==> src/rtl/sample_fifo.sv <==
// First-word fall-through sample FIFO with a sticky overflow flag.
// Head data is visible combinationally; empty reads return zero.
module sample_fifo #(
    parameter int WIDTH = 8,
    parameter int DEPTH = 4
) (
    input  logic                       i_clk,
    input  logic                       i_rst_n,
    input  logic [WIDTH-1:0]           i_d,
    input  logic                       i_valid,
    output logic                       o_ready,
    output logic [WIDTH-1:0]           o_q,
    output logic                       o_valid,
    input  logic                       i_ready,
    output logic [$clog2(DEPTH):0]     o_count,
    output logic                       o_overflow,
    input  logic                       i_clr_ovf
);

    localparam int AW = $clog2(DEPTH);
    localparam int CW = AW + 1;

    logic [WIDTH-1:0] mem_r [DEPTH];
    logic [AW-1:0]    wr_ptr_r;
    logic [AW-1:0]    rd_ptr_r;
    logic [CW-1:0]    count_r;
    logic             ovf_r;

    logic             full_s;
    logic             empty_s;
    logic             push_s;
    logic             pop_s;
    logic             reject_s;

    // Handshake decode from stored state only.
    always_comb begin
        full_s   = (count_r == CW'(DEPTH));
        empty_s  = (count_r == {CW{1'b0}});
        push_s   = i_valid && !full_s;
        pop_s    = i_ready && !empty_s;
        reject_s = i_valid && full_s;
    end

    // Storage write; contents are never exposed until written.
    always_ff @(posedge i_clk) begin
        if (push_s) begin
            mem_r[wr_ptr_r] <= i_d;
        end else begin
            mem_r[wr_ptr_r] <= mem_r[wr_ptr_r];
        end
    end

    // Pointer and occupancy update; power-of-two depth makes pointers wrap naturally.
    always_ff @(posedge i_clk or negedge i_rst_n) begin
        if (!i_rst_n) begin
            wr_ptr_r <= {AW{1'b0}};
            rd_ptr_r <= {AW{1'b0}};
            count_r  <= {CW{1'b0}};
        end else begin
            if (push_s) begin
                wr_ptr_r <= wr_ptr_r + AW'(1);
            end else begin
                wr_ptr_r <= wr_ptr_r;
            end
            if (pop_s) begin
                rd_ptr_r <= rd_ptr_r + AW'(1);
            end else begin
                rd_ptr_r <= rd_ptr_r;
            end
            case ({push_s, pop_s})
                2'b10:   count_r <= count_r + CW'(1);
                2'b01:   count_r <= count_r - CW'(1);
                default: count_r <= count_r;
            endcase
        end
    end

    // Sticky overflow; a rejected write outranks a clear on the same edge.
    always_ff @(posedge i_clk or negedge i_rst_n) begin
        if (!i_rst_n) begin
            ovf_r <= 1'b0;
        end else if (reject_s) begin
            ovf_r <= 1'b1;
        end else if (i_clr_ovf) begin
            ovf_r <= 1'b0;
        end else begin
            ovf_r <= ovf_r;
        end
    end

    // Output mapping from registered state.
    always_comb begin
        o_ready    = !full_s;
        o_valid    = !empty_s;
        o_count    = count_r;
        o_overflow = ovf_r;
        if (empty_s) begin
            o_q = {WIDTH{1'b0}};
        end else begin
            o_q = mem_r[rd_ptr_r];
        end
    end

endmodule

==> config.mk <==
export PLATFORM = sky130hd
export DESIGN_NAME = sample_fifo
export DESIGN_NICKNAME = d
export VERILOG_FILES = /design/src/rtl/sample_fifo.sv
export SDC_FILE = /design/constraint.sdc
export NUM_CORES = 1
export LEC_CHECK = 0
export BUFFER_PORTS_ARGS = -buffer_cell sky130_fd_sc_hd__buf_2
export CAP_MARGIN = 20
export CORE_AREA = 3 3 58 60
export DETAILED_ROUTE_END_ITERATION = 10
export DIE_AREA = 0 0 61 63
export PLACE_DENSITY = 0.81
export SYNTH_ARGS = -nofsm -noshare
export SYNTH_HDL_FRONTEND = slang
export SYNTH_SLANG_ARGS = --single-unit
==> constraint.sdc <==
create_clock -name i_clk -period 5.76 [get_ports i_clk]
set_clock_uncertainty 0.1 [all_clocks]
set_input_delay 1.152 -clock i_clk [delete_from_list [all_inputs] [get_ports i_clk]]
set_output_delay 1.152 -clock i_clk [all_outputs]
set_load 0.02 [all_outputs]
======== Word level (Yosys, flattened, before mapping) ========
Memory sizes are Yosys's and may differ from the RTL's.
Cells that the tools add are included.
word-level totals
  register bits after elaboration ......... 8
  bits in writable memories ............... 32
  input port bits ......................... 13
  output and inout port bits .............. 14
  logic and storage cells ................. 31
  memories ................................ 1
memories
  name   depth  width  rd ports  clocked after memory_dff  wr ports  line  text
  mem_r  4      8      1         0                         1         23    logic [WIDTH-1:0] mem_r [DEPTH];
cells by class
  add/sub/neg operators ................... 4
  equal/unequal tests ..................... 4
  muxes and demuxes ....................... 8
  bitwise operators ....................... 1
  reductions and logical operators ........ 9
operators by type and width
  kind                 number
  $mux 8               2
  $pmux 3 s2           1
  $mux 1               5
  $add 2x1->2 const B  2
  $reduce_bool 2->1    2
  $add 3x1->3 const B  1
  $eq 3x3->1 const B   1
  $logic_and 1x1->1    3
  $logic_not 3->1      1
  $sub 3x1->3 const B  1
  $eq 2x1->1 const B   1
  $eq 2x2->1 const B   1
  $logic_not 1->1      2
  $reduce_and 2->1     1
  $ne 0x0->1           1
  $or 1x1->1           1

======== Depth between registers and ports, before layout ========
  word-level depth ........................ 6
  depth in mapped cells ................... 9
  gate-level depth less buffers ........... 9

======== Worst setup path before layout ========
Ideal clock, no wire load.
  kind .................................... input port to flip-flop
  start point ............................. input port i_valid
  end point ............................... register count_r[2], in the netlist o_count[2]
  library setup time ...................... 80 ps
  data arrival time ....................... 2339 ps
  required time ........................... 5580 ps
  path slack .............................. 3242 ps
  stages on the path ...................... 8
  cell sequence ........................... nor2b_2 inv_1 ha_1 inv_1 fa_1 xor2_1 nor2_1 xor2_1
on the way
  cells in the longest elaborated chain, start to end .. 3
ends and longest elaborated chain
  item                                                    line  text
  start, declared                                         10    input logic i_valid,
  $logic_and 1x1->1 (*)                                   39    push_s = i_valid && !full_s;
  $eq 2x1->1 / $eq 2x2->1 (equally long branches)         70    case ({push_s, pop_s})
  $pmux 3 s2 / $reduce_bool 2->1 (equally long branches)  -
  end signal, assigned                                    71    2'b10: count_r <= count_r + CW'(1);
  end signal, assigned                                    72    2'b01: count_r <= count_r - CW'(1);
  end signal, assigned                                    73    default: count_r <= count_r;
  end, declared                                           26    logic [CW-1:0] count_r;
Every way passes the cells marked *; elsewhere a longest branch is shown, timed or not.
A chain may end at the register's enable or synchronous reset.

======== Final worst setup path ========
  start point ............................. register rd_ptr_r[0]
  end point ............................... output port o_q[0]
on the way
  cells in the longest elaborated chain, start to end .. 2
ends and longest elaborated chain
  item                    line  text
  start, declared         25    logic [AW-1:0] rd_ptr_r;
  start signal, assigned  57    rd_ptr_r <= {AW{1'b0}};
  start signal, assigned  66    rd_ptr_r <= rd_ptr_r + AW'(1);
  start signal, assigned  68    rd_ptr_r <= rd_ptr_r;
  $mem_v2 4x8             -
  $mux 8                  97    if (empty_s) begin
  end, declared           12    output logic [WIDTH-1:0] o_q,
Every way passes these cells.

==> results.md <==
* Post-layout min period at 3.22 ns
* Buffers on Ports at 26
* Synth top area share at 56.7%
* Total routed wirelength at 2540 µm
* Syn Inst Count at 93
* Worst ir drop on vdd at 0.282 mV
* ANT nets after route at 0
* CTS tree: built
* Clock buffer depth at 2
* Critical R2R Launch: o_count[0]
* R2R depth at 9
* Die Span Y at 63 µm
* Vias per cell at 5.25
* Num rows at 20
* Final Util at 63.5%
* DR iter-0 viols at 24
* Syn nets at 112
* Synth unique cells at 21
* CTS H-tree depth at 2
* Tcrit/Tclk final at 55.8%
* Post-CTS Setup Bufs at 0
* Final hold violation count at 0
* DP Wirelength at 1790 µm
* Max-cap check violation count at 0
* Synth area leaders: edfxtp_1, dfrtp_1, mux4_2, and2_1, ha_1
* Most instantiated cells after synthesis: edfxtp_1, and2_1, dfrtp_1, inv_1, mux4_2
* # resized after CTS at 0
* Initial antenna violation count at 0
* Worst skew pair latency at 0.33 ns
* Full die area at 3840 µm²
* Vias in the first global route at 897
* Hold_sp: o_count[2]
* Register area share after synthesis at 68.5%
* Starting Density at 56.9%
* Outcome: completed
* Routed WL per cell at 16.2 µm
* Number of diodes at 0
* Worst-margin pin slew at 0.607 ns
* Hold crit path type: flip-flop to flip-flop
* Final Setup Violations at 0
* Critical path fanouts, max at 10
* Pwr/cell area at 515 nW/µm²
* Share of layout cells above drive strength 1 at 37.9%
* CTS sink count at 40
* Avg Inst Size Synth at 18.2 µm²
* DRC errors left at 0
* R2R Setup Slk at 3.62 ns
* Slew margin rel. at 59.5%
* I/O pin count at 27
* Critical path capture point: o_q[0]
* Crit path launch: rd_ptr_r[0]
* Post-Syn Area at 1690 µm²
* Clk pin slew, worst setup/hold paths at 0.11 ns
* Worst path required time at 4.51 ns
* Leak Pwr at 0.731 nW
* Final Slew Violations at 0
* CTS Hold Bufs at 0
* Asr flop ratio synth at 20.0%
* P&R area growth vs syn at 11.7%
* Area of the core at 2980 µm²
* Synth area leader: edfxtp_1
* RSZ-0062 raised after global routing: no
* Count leader, synth: edfxtp_1
* Fmax at 311 MHz
* Crit Path Class: flip-flop to output pin
* Number of synthesized flops with an enable pin at 32
* Total Routing Usage GR at 16.0%
* Num CTS Buffers at 5
* Via count at 824
* Capture point of the worst reg-to-reg path: o_count[2]
* GRT overflow at 0
* First-pass GRT wire length at 4280 µm
* Nets@finish at 142
* Largest net degree at the start of global routing at 14
* Most used DFF post-synth: edfxtp_1
* Final TNS setup at 0 ns
* Width of the die at 61 µm
* Crit end category: output pin
* CP arrival at 1.96 ns
* Pre-Repair DR Iteration Count at 4
* Yosys reg bits at 40
* Filler cells at 219
* Root Driver: clkbuf_4
* CP startpoint kind: flip-flop
* GP Congestion at 0.721
* YS warnings at 0
==> cell families (layout without fill, tap and decap cells) <==
| group | after synthesis | after routing | share of synthesized area (%) |
|---|---|---|---|
| AO/OA/AOI/OAI | 1 | 1 | 0.295 |
| XOR/XNOR | 6 | 6 | 3.10 |
| adder cells (fa/ha/maj) | 6 | 6 | 4.87 |
| buffers and inverters | 11 | 42 | 3.40 |
| flip-flops | 40 | 40 | 68.5 |
| multiplexers | 10 | 10 | 11.9 |
| AND/OR/NAND/NOR | 19 | 19 | 7.90 |
==> layer usage <==
metal,track usage (%),up-vias,share of wire [%]
met5,0,-,0
met4,6.50,0,1.4
met3,4.34,5,3.6
met2,25.9,15,52
met1,19.7,410,43
li1,-,394,-
==> final cells by class <==
class	count	area (µm²)	share of cell area, %
clock buffers	6	41.3	2.18
clock inverters	2	12.5	0.661
inverters	8	30.0	1.59
multi-input cells	42	475	25.1
flip-flops and latches	40	1160	61.4
well taps	33	41.3	2.18
repair buffers	26	130	6.88
==> flip-flops by register name, summed over array words and instances, names as in the netlist <==
name and cells:
mem_r 32, o_count 3, rd_ptr_r 2, wr_ptr_r 2, o_overflow 1
==> critical path, stage by stage (launching register included) <==
cell,delay (ns)
dfrtp_1,0.75
mux4_2,0.57
and2_1,0.16
buf_2,0.16
==> through the flow <==
| stage | hold WS (ns) | instances | setup WS [ns] | power, mW | instance area, µm² |
|---|---|---|---|---|---|
| 2_1_floorplan | 0.434 | 93 | 3.24 | 0.753 | 1690 |
| 3_3_place_gp | 0.390 | 149 | 2.90 | 0.839 | 1840 |
| 3_5_place_dp | 0.400 | 149 | 2.87 | 0.858 | 1840 |
| 4_1_cts | 0.415 | 157 | 2.48 | 0.992 | 1890 |
| 5_1_grt | 0.451 | 157 | 2.39 | 1.05 | 1890 |
| 6_report | 0.413 | 157 | 2.54 | 0.974 | 1890 |
==> power breakdown <==
group	leakage (nW)	internal (mW)	total, mW	switching [mW]
registers	0.388	0.392	0.454	0.0624
logic	0.314	0.181	0.386	0.205
clock network	0.0282	0.0472	0.135	0.0875
total	0.731	0.619	0.974	0.355
==> worst min path at each step <==
| stage | cells after the start | slack, ns | end |
|---|---|---|---|
| final | 1 | 0.41 | o_count[2] |
| after CTS | 1 | 0.41 | o_count[2] |
| after global placement | 1 | 0.39 | o_count[2] |
| after detailed placement | 1 | 0.40 | o_count[2] |
| after floorplan | 1 | 0.43 | wr_ptr_r[1] |
| after global routing | 1 | 0.45 | o_count[2] |
==> cell usage in the layout (no fill, tap or decap), types with 3 or more instances in the layout <==
master / netlist / final
xnor2_1: 3 / 3
and2_1: 12 / 12
buf_2: 0 / 26
edfxtp_1: 32 / 32
mux4_2: 8 / 8
inv_1: 8 / 8
xor2_1: 3 / 3
dfrtp_1: 8 / 8
clkbuf_4: 0 / 5
ha_1: 5 / 5
(Power assumes the default switching activity.)
